$ cat config.mk
export PLATFORM = sky130hd
export DESIGN_NAME = mmio_bridge
export DESIGN_NICKNAME = d
export VERILOG_FILES = /design/src/rtl/mmio_bridge.sv
export SDC_FILE = /design/constraint.sdc
export NUM_CORES = 1
export LEC_CHECK = 0
export CORE_MARGIN = 3
export CORE_UTILIZATION = 51
export CTS_BUF_LIST = sky130_fd_sc_hd__clkbuf_8
export CTS_CLUSTER_DIAMETER = 50
export DETAILED_ROUTE_END_ITERATION = 10
export GPL_ROUTABILITY_DRIVEN = 0
export PLACE_DENSITY = 0.84
export SYNTH_ARGS = -nofsm -noshare
export SYNTH_HDL_FRONTEND = slang
export SYNTH_SLANG_ARGS = --single-unit
$ cat constraint.sdc
create_clock -name clk_in -period 3.1 [get_ports clk_in]
set_input_delay 0.31 -clock clk_in [delete_from_list [all_inputs] [get_ports clk_in]]
set_output_delay 0.31 -clock clk_in [all_outputs]
set_load 0.005 [all_outputs]
$ cat src/rtl/mmio_bridge.sv
// Memory/IO bridge for the cpu byte bus: decodes RAM vs the IO window and owns the UART
// tx FIFO, the free-running cycle counter and the program-stop sequence.
module mmio_bridge #(
  parameter int unsigned RAM_AW     = 17,
  parameter int unsigned FIFO_DEPTH = 8,
  parameter int unsigned FIFO_AW    = 3
) (
  input  logic              clk_in,
  input  logic              rst_in,
  input  logic [31:0]       cpu_a,
  input  logic [7:0]        cpu_dout,
  input  logic              cpu_wr,
  output logic [7:0]        cpu_din,
  output logic              io_buffer_full,
  output logic [RAM_AW-1:0] ram_a,
  output logic              ram_wr,
  output logic [7:0]        ram_wdata,
  input  logic [7:0]        ram_rdata,
  output logic [7:0]        tx_data,
  output logic              tx_valid,
  input  logic              tx_ready,
  input  logic [7:0]        rx_data,
  input  logic              rx_valid,
  output logic              rx_pop,
  output logic              program_stop
);

  typedef enum logic [1:0] {StRun, StDrain, StStopped} state_e;
  typedef enum logic [1:0] {SrcRam, SrcRx, SrcCnt, SrcZero} src_e;

  localparam int unsigned     CntW       = FIFO_AW + 1;
  localparam logic [CntW-1:0] Depth      = CntW'(FIFO_DEPTH);
  localparam logic [CntW-1:0] AlmostFull = CntW'(FIFO_DEPTH - 1);

  logic            w_io, w_sel_rx, w_sel_cnt, w_stop_wr;
  logic [15:0]     w_off;
  logic            w_unused_addr;

  state_e          r_state, w_state_d;
  src_e            r_src, w_src_d;
  logic [7:0]      r_io_byte, w_io_byte_d;
  logic            r_rd_ok;
  logic [31:0]     r_cnt, r_snap;
  logic            w_snap_ld;

  logic [7:0]      r_mem [FIFO_DEPTH];
  logic [FIFO_AW-1:0] r_wptr, r_rptr;
  logic [CntW-1:0] r_count, w_count_d;
  logic            r_full, r_stop;
  logic            w_push_req, w_push, w_pop, w_empty, w_fifo_full;
  logic [7:0]      w_push_data;

  assign w_io          = (cpu_a[17:16] == 2'b11);
  assign w_off         = cpu_a[15:0];
  assign w_sel_rx      = w_io && (w_off == 16'h0000);
  assign w_sel_cnt     = w_io && (w_off[15:2] == 14'h0001);
  assign w_stop_wr     = w_io && (w_off == 16'h0004);
  assign w_unused_addr = ^cpu_a[31:18];

  assign ram_a     = cpu_a[RAM_AW-1:0];
  assign ram_wr    = cpu_wr & ~w_io & ~rst_in;
  assign ram_wdata = cpu_dout;

  // Read request decode: the IO byte is captured now and returned next cycle.
  always_comb begin
    w_src_d     = SrcRam;
    w_io_byte_d = 8'h00;
    w_snap_ld   = 1'b0;
    rx_pop      = 1'b0;
    if (w_io) begin
      w_src_d = SrcZero;
      if (!cpu_wr && !rst_in) begin
        if (w_sel_rx) begin
          w_src_d = SrcRx;
          if (rx_valid) begin
            rx_pop      = 1'b1;
            w_io_byte_d = rx_data;
          end
        end else if (w_sel_cnt) begin
          w_src_d = SrcCnt;
          unique case (cpu_a[1:0])
            2'd0: begin
              w_io_byte_d = r_cnt[7:0];
              w_snap_ld   = 1'b1;
            end
            2'd1: w_io_byte_d = r_snap[15:8];
            2'd2: w_io_byte_d = r_snap[23:16];
            2'd3: w_io_byte_d = r_snap[31:24];
          endcase
        end
      end
    end
  end

  // Zero bytes on the data port are not characters; the stop write enqueues a 0x00 marker.
  assign w_push_req  = !rst_in && cpu_wr && (r_state == StRun) &&
                       ((w_sel_rx && (cpu_dout != 8'h00)) || w_stop_wr);
  assign w_push_data = w_stop_wr ? 8'h00 : cpu_dout;
  assign w_empty     = (r_count == '0);
  assign w_fifo_full = (r_count == Depth);
  assign w_pop       = !w_empty && tx_ready;
  assign w_push      = w_push_req && (!w_fifo_full || w_pop);
  assign w_count_d   = r_count + CntW'(w_push) - CntW'(w_pop);

  always_comb begin
    w_state_d = r_state;
    unique case (r_state)
      StRun:     if (!rst_in && cpu_wr && w_stop_wr) w_state_d = StDrain;
      StDrain:   if (w_empty && !w_push) w_state_d = StStopped;
      StStopped: w_state_d = StStopped;
      default:   w_state_d = StRun;
    endcase
  end

  always_ff @(posedge clk_in) begin
    if (rst_in) begin
      r_state   <= StRun;
      r_src     <= SrcRam;
      r_io_byte <= 8'h00;
      r_rd_ok   <= 1'b0;
      r_cnt     <= 32'h0;
      r_snap    <= 32'h0;
      r_wptr    <= '0;
      r_rptr    <= '0;
      r_count   <= '0;
      r_full    <= 1'b0;
      r_stop    <= 1'b0;
    end else begin
      r_state   <= w_state_d;
      r_src     <= w_src_d;
      r_io_byte <= w_io_byte_d;
      r_rd_ok   <= 1'b1;
      r_cnt     <= r_cnt + 32'd1;
      if (w_snap_ld) r_snap <= r_cnt;
      if (w_push) r_wptr <= r_wptr + FIFO_AW'(1);
      if (w_pop) r_rptr <= r_rptr + FIFO_AW'(1);
      r_count   <= w_count_d;
      r_full    <= (w_count_d >= AlmostFull);
      r_stop    <= (w_state_d == StStopped);
    end
  end

  always_ff @(posedge clk_in) begin
    if (w_push) r_mem[r_wptr] <= w_push_data;
  end

  // r_rd_ok masks the first response after reset so an in-flight read returns zero.
  assign cpu_din        = !r_rd_ok ? 8'h00 : ((r_src == SrcRam) ? ram_rdata : r_io_byte);
  assign tx_valid       = !w_empty;
  assign tx_data        = w_empty ? 8'h00 : r_mem[r_rptr];
  assign io_buffer_full = r_full;
  assign program_stop   = r_stop;

endmodule

==> impl_metrics.yaml <==
sta:
  finalHoldViolCount: 0
  fmax_mhz: 340
  fin_setup_tns_ns: 0
  finalMaxSlewViolations: 0
  slew-limit-headroom_pct: 43.5
  rsz0062_at_grt: "false"
  setup_violations: 0
  hold-worst-slack_ns: 0.373
  setup_ws_ns: 0.161
  period_minus_slack_ns: 2.94
  worst_pin_slew_ns: 0.848
  fin_crit_sh_pct: 94.8
  fin_skew_ns: 0.00966
logic_synthesis:
  synth_seq_cells: 148
  yosysWarnings: 0
  synth_ff_type: "dfxtp_1"
  synthXorXnorAreaFrac_pct: 1.77
  yosys.cell_types.count: 56
  synth_fa_ha_area_share_pct: 1.73
  synth-compound-area-share_pct: 11.3
  netlist_top_cells_area: "edfxtp_1 (28%), dfxtp_1 (24%), mux4_2 (7.8%), o31ai_1 (3.2%), a21oi_1 (3.0%)"
  synth-edff-count: 64
  synth-seq-area-share_pct: 52.0
  synth_area_leader_cell: "edfxtp_1"
  syn_area_sq_um: 6930
  synthArstFlopShare_pct: 0
  synthMuxAreaShare_pct: 9.73
  yosys.area_share.simple_pct: 16.5
  avgSynthCellArea_sq_um: 11.1
  syn-num-nets: 692
  synthCells: 622
  synth_top_family_by_area: "simple AND/OR/NAND/NOR gates"
  synth_top_area_share_pct: 27.7
layout:
  area_growth_pct: 19.7
  drive_above_1_share_pct: 15.8
  fin_cells: 885
  layout.nets: 770
  nFillCells: 927
  antenna_cells: 0
grt:
  grt_pass1_vias: 5168
  antenna_found_initial: 0
  grt_pass1_wl_mm: 26.1
  grt_start_max_net_pins: 75
  grt_overflow: 0
  track_usage_pct: 22.4
floorplanning:
  initial_core_util_pct: 53.4
  io_pins: 107
  core_region_area_sq_um: 13000
  row_count: 41
  die-area_sq_um: 15000
  die_x_um: 123
  die_h_um: 123
hold_path:
  holdPathStages: 3
  min_path_type: "input port to flop"
place:
  placed_cells: 853
  dp_slack_ns: -0.323
  portBuffers: 92
  dp_hpwl_mm: 11.6
detailed_routing:
  vias_per_cell: 6.09
  drc: 0
  vias: 5390
  ant_nets: 0
  drt-pass1-iter-count: 5
  routed_wl_mm: 16.6
  first_iter_violations: 680
  avgRoutedWirePerCell_um: 18.8
worst_setup_path:
  cp_max_fo: 5
  rr_worst_depth: 13
  crit_required_ns: 3.47
  cp.arrival_ns: 3.31
  critPathKind: "input port to flop"
  critPathLaunchType: "input port"
  cp-end-kind: "flop"
power_and_ir_drop:
  p_total_mw: 4.49
  ir_worst_vdd_mv: 0.288
  power_density_nw_per_um2: 541
  p_leak_nw: 2.71
clocking:
  tritoncts: "yes"
  path_clk_slew_ns: 0.08
  postCtsSetupBuffers: 0
  htreeDepth: 4
  cts-buffers-inserted: 17
  cts_buffer_depth: 2
  cts-root-buf: "clkbuf_8"
  clock-sinks: 148
  clk_latency_ns: 0.44
job:
  maxCapViolCount: 0
status:
  status: "completed"
synth_stat cells, types with 6 or more instances:
master,count
nor2b_1,14
or3_1,15
buf_4,26
clkbuf_1,29
nand3_1,11
o31ai_1,30
a21boi_0,8
buf_2,7
mux2i_1,10
nor3_1,6
dfxtp_1,84
nor2_1,35
inv_1,33
nand4_1,33
edfxtp_1,64
or2_2,7
a21oi_1,42
o22ai_1,9
xor2_1,7
mux4_2,24
or4_1,11
nand2_1,24
o21ai_0,20
ha_1,8
xnor2_1,7
state kept, by name, summed over array words and instances, names as in the netlist, 2 cells and up, named ones only:
signal,count
r_mem,64
r_cnt,32
r_snap,24
r_io_byte,8
r_count,4
r_rptr,3
r_wptr,3
r_src,2
r_state,2
per-stage QoR:
step           util [%]  cell area [sq um]
2_1_floorplan         -               6930
3_3_place_gp       61.2               7950
3_5_place_dp       61.2               7950
4_1_cts            63.9               8300
5_1_grt            64.0               8300
6_report           64.0               8300
power by group:
part           switching, mW  internal [mW]  leakage (nW)
registers             0.0627           2.08          1.25
logic                  0.447          0.560          1.29
clock network          0.717          0.619         0.160
total                   1.23           3.26          2.71
cell families (layout without fill, tap and decap cells):
kind of cell	Yosys count	in the layout
and+or+nand+nor	191	191
DFF	148	148
AOI/OAI and AO/OA	124	124
buffers and inverters	99	190
muxes	37	37
xor gates and xnor gates	14	14
adders and majority gates	9	9
repair_timing:
item | CTS | global route
hold endpoints to repair | 0 | 0
hold buffers | 0 | 0
endpoints found under the setup margin | 0 | 1
gates resized for setup | 0 | 2
cell usage in the layout (no fill, tap or decap), types with 14 or more instances in the layout:
cell type,instances
a21oi_1,42
o21ai_0,19
edfxtp_1,64
clkdlybuf4s50_1,91
o31ai_1,30
nand4_1,33
buf_4,32
nor2b_1,14
mux4_2,24
or3_1,15
inv_1,33
nand2_1,24
clkbuf_8,17
nor2_1,34
dfxtp_1,84
layer usage:
metal / track usage [%] / part of all wire, % / vias up
met5: 0 / 0 / -
met4: 8.26 / 2.3 / 0
met3: 5.16 / 8.3 / 36
met2: 36.3 / 48 / 275
met1: 29.4 / 42 / 2609
li1: - / - / 2470
final cells by class:
type / instances / area [sq um] / share of cell area, %
inverter: 34 / 128 / 1.54
timing repair buffer: 124 / 1160 / 13.9
sequential: 148 / 3600 / 43.4
clock buffer: 17 / 234 / 2.82
tap: 172 / 215 / 2.59
clock inverter: 15 / 118 / 1.42
multi-input combinational: 375 / 2850 / 34.3
final timing paths:
check	startpoint	endpoint	slack [ns]
worst max register to register	r_count[3]	io_buffer_full	0.43
worst min register to register	r_snap[21]	r_snap[21]	0.47
worst min-delay path	rst_in	r_src[0]	0.37
worst max-delay path	cpu_a[9]	io_buffer_full	0.16
worst max-delay path, stage by stage:
cell and delay, ns:
clkdlybuf4s50_1 0.42, or4_4 0.60, or4_4 0.57, o31ai_4 0.22
o21ai_1 0.12, ha_1 0.22, inv_1 0.08, fa_1 0.44
nor2_2 0.12, nand2_1 0.09, o22ai_1 0.11
(Power assumes the default switching activity.)
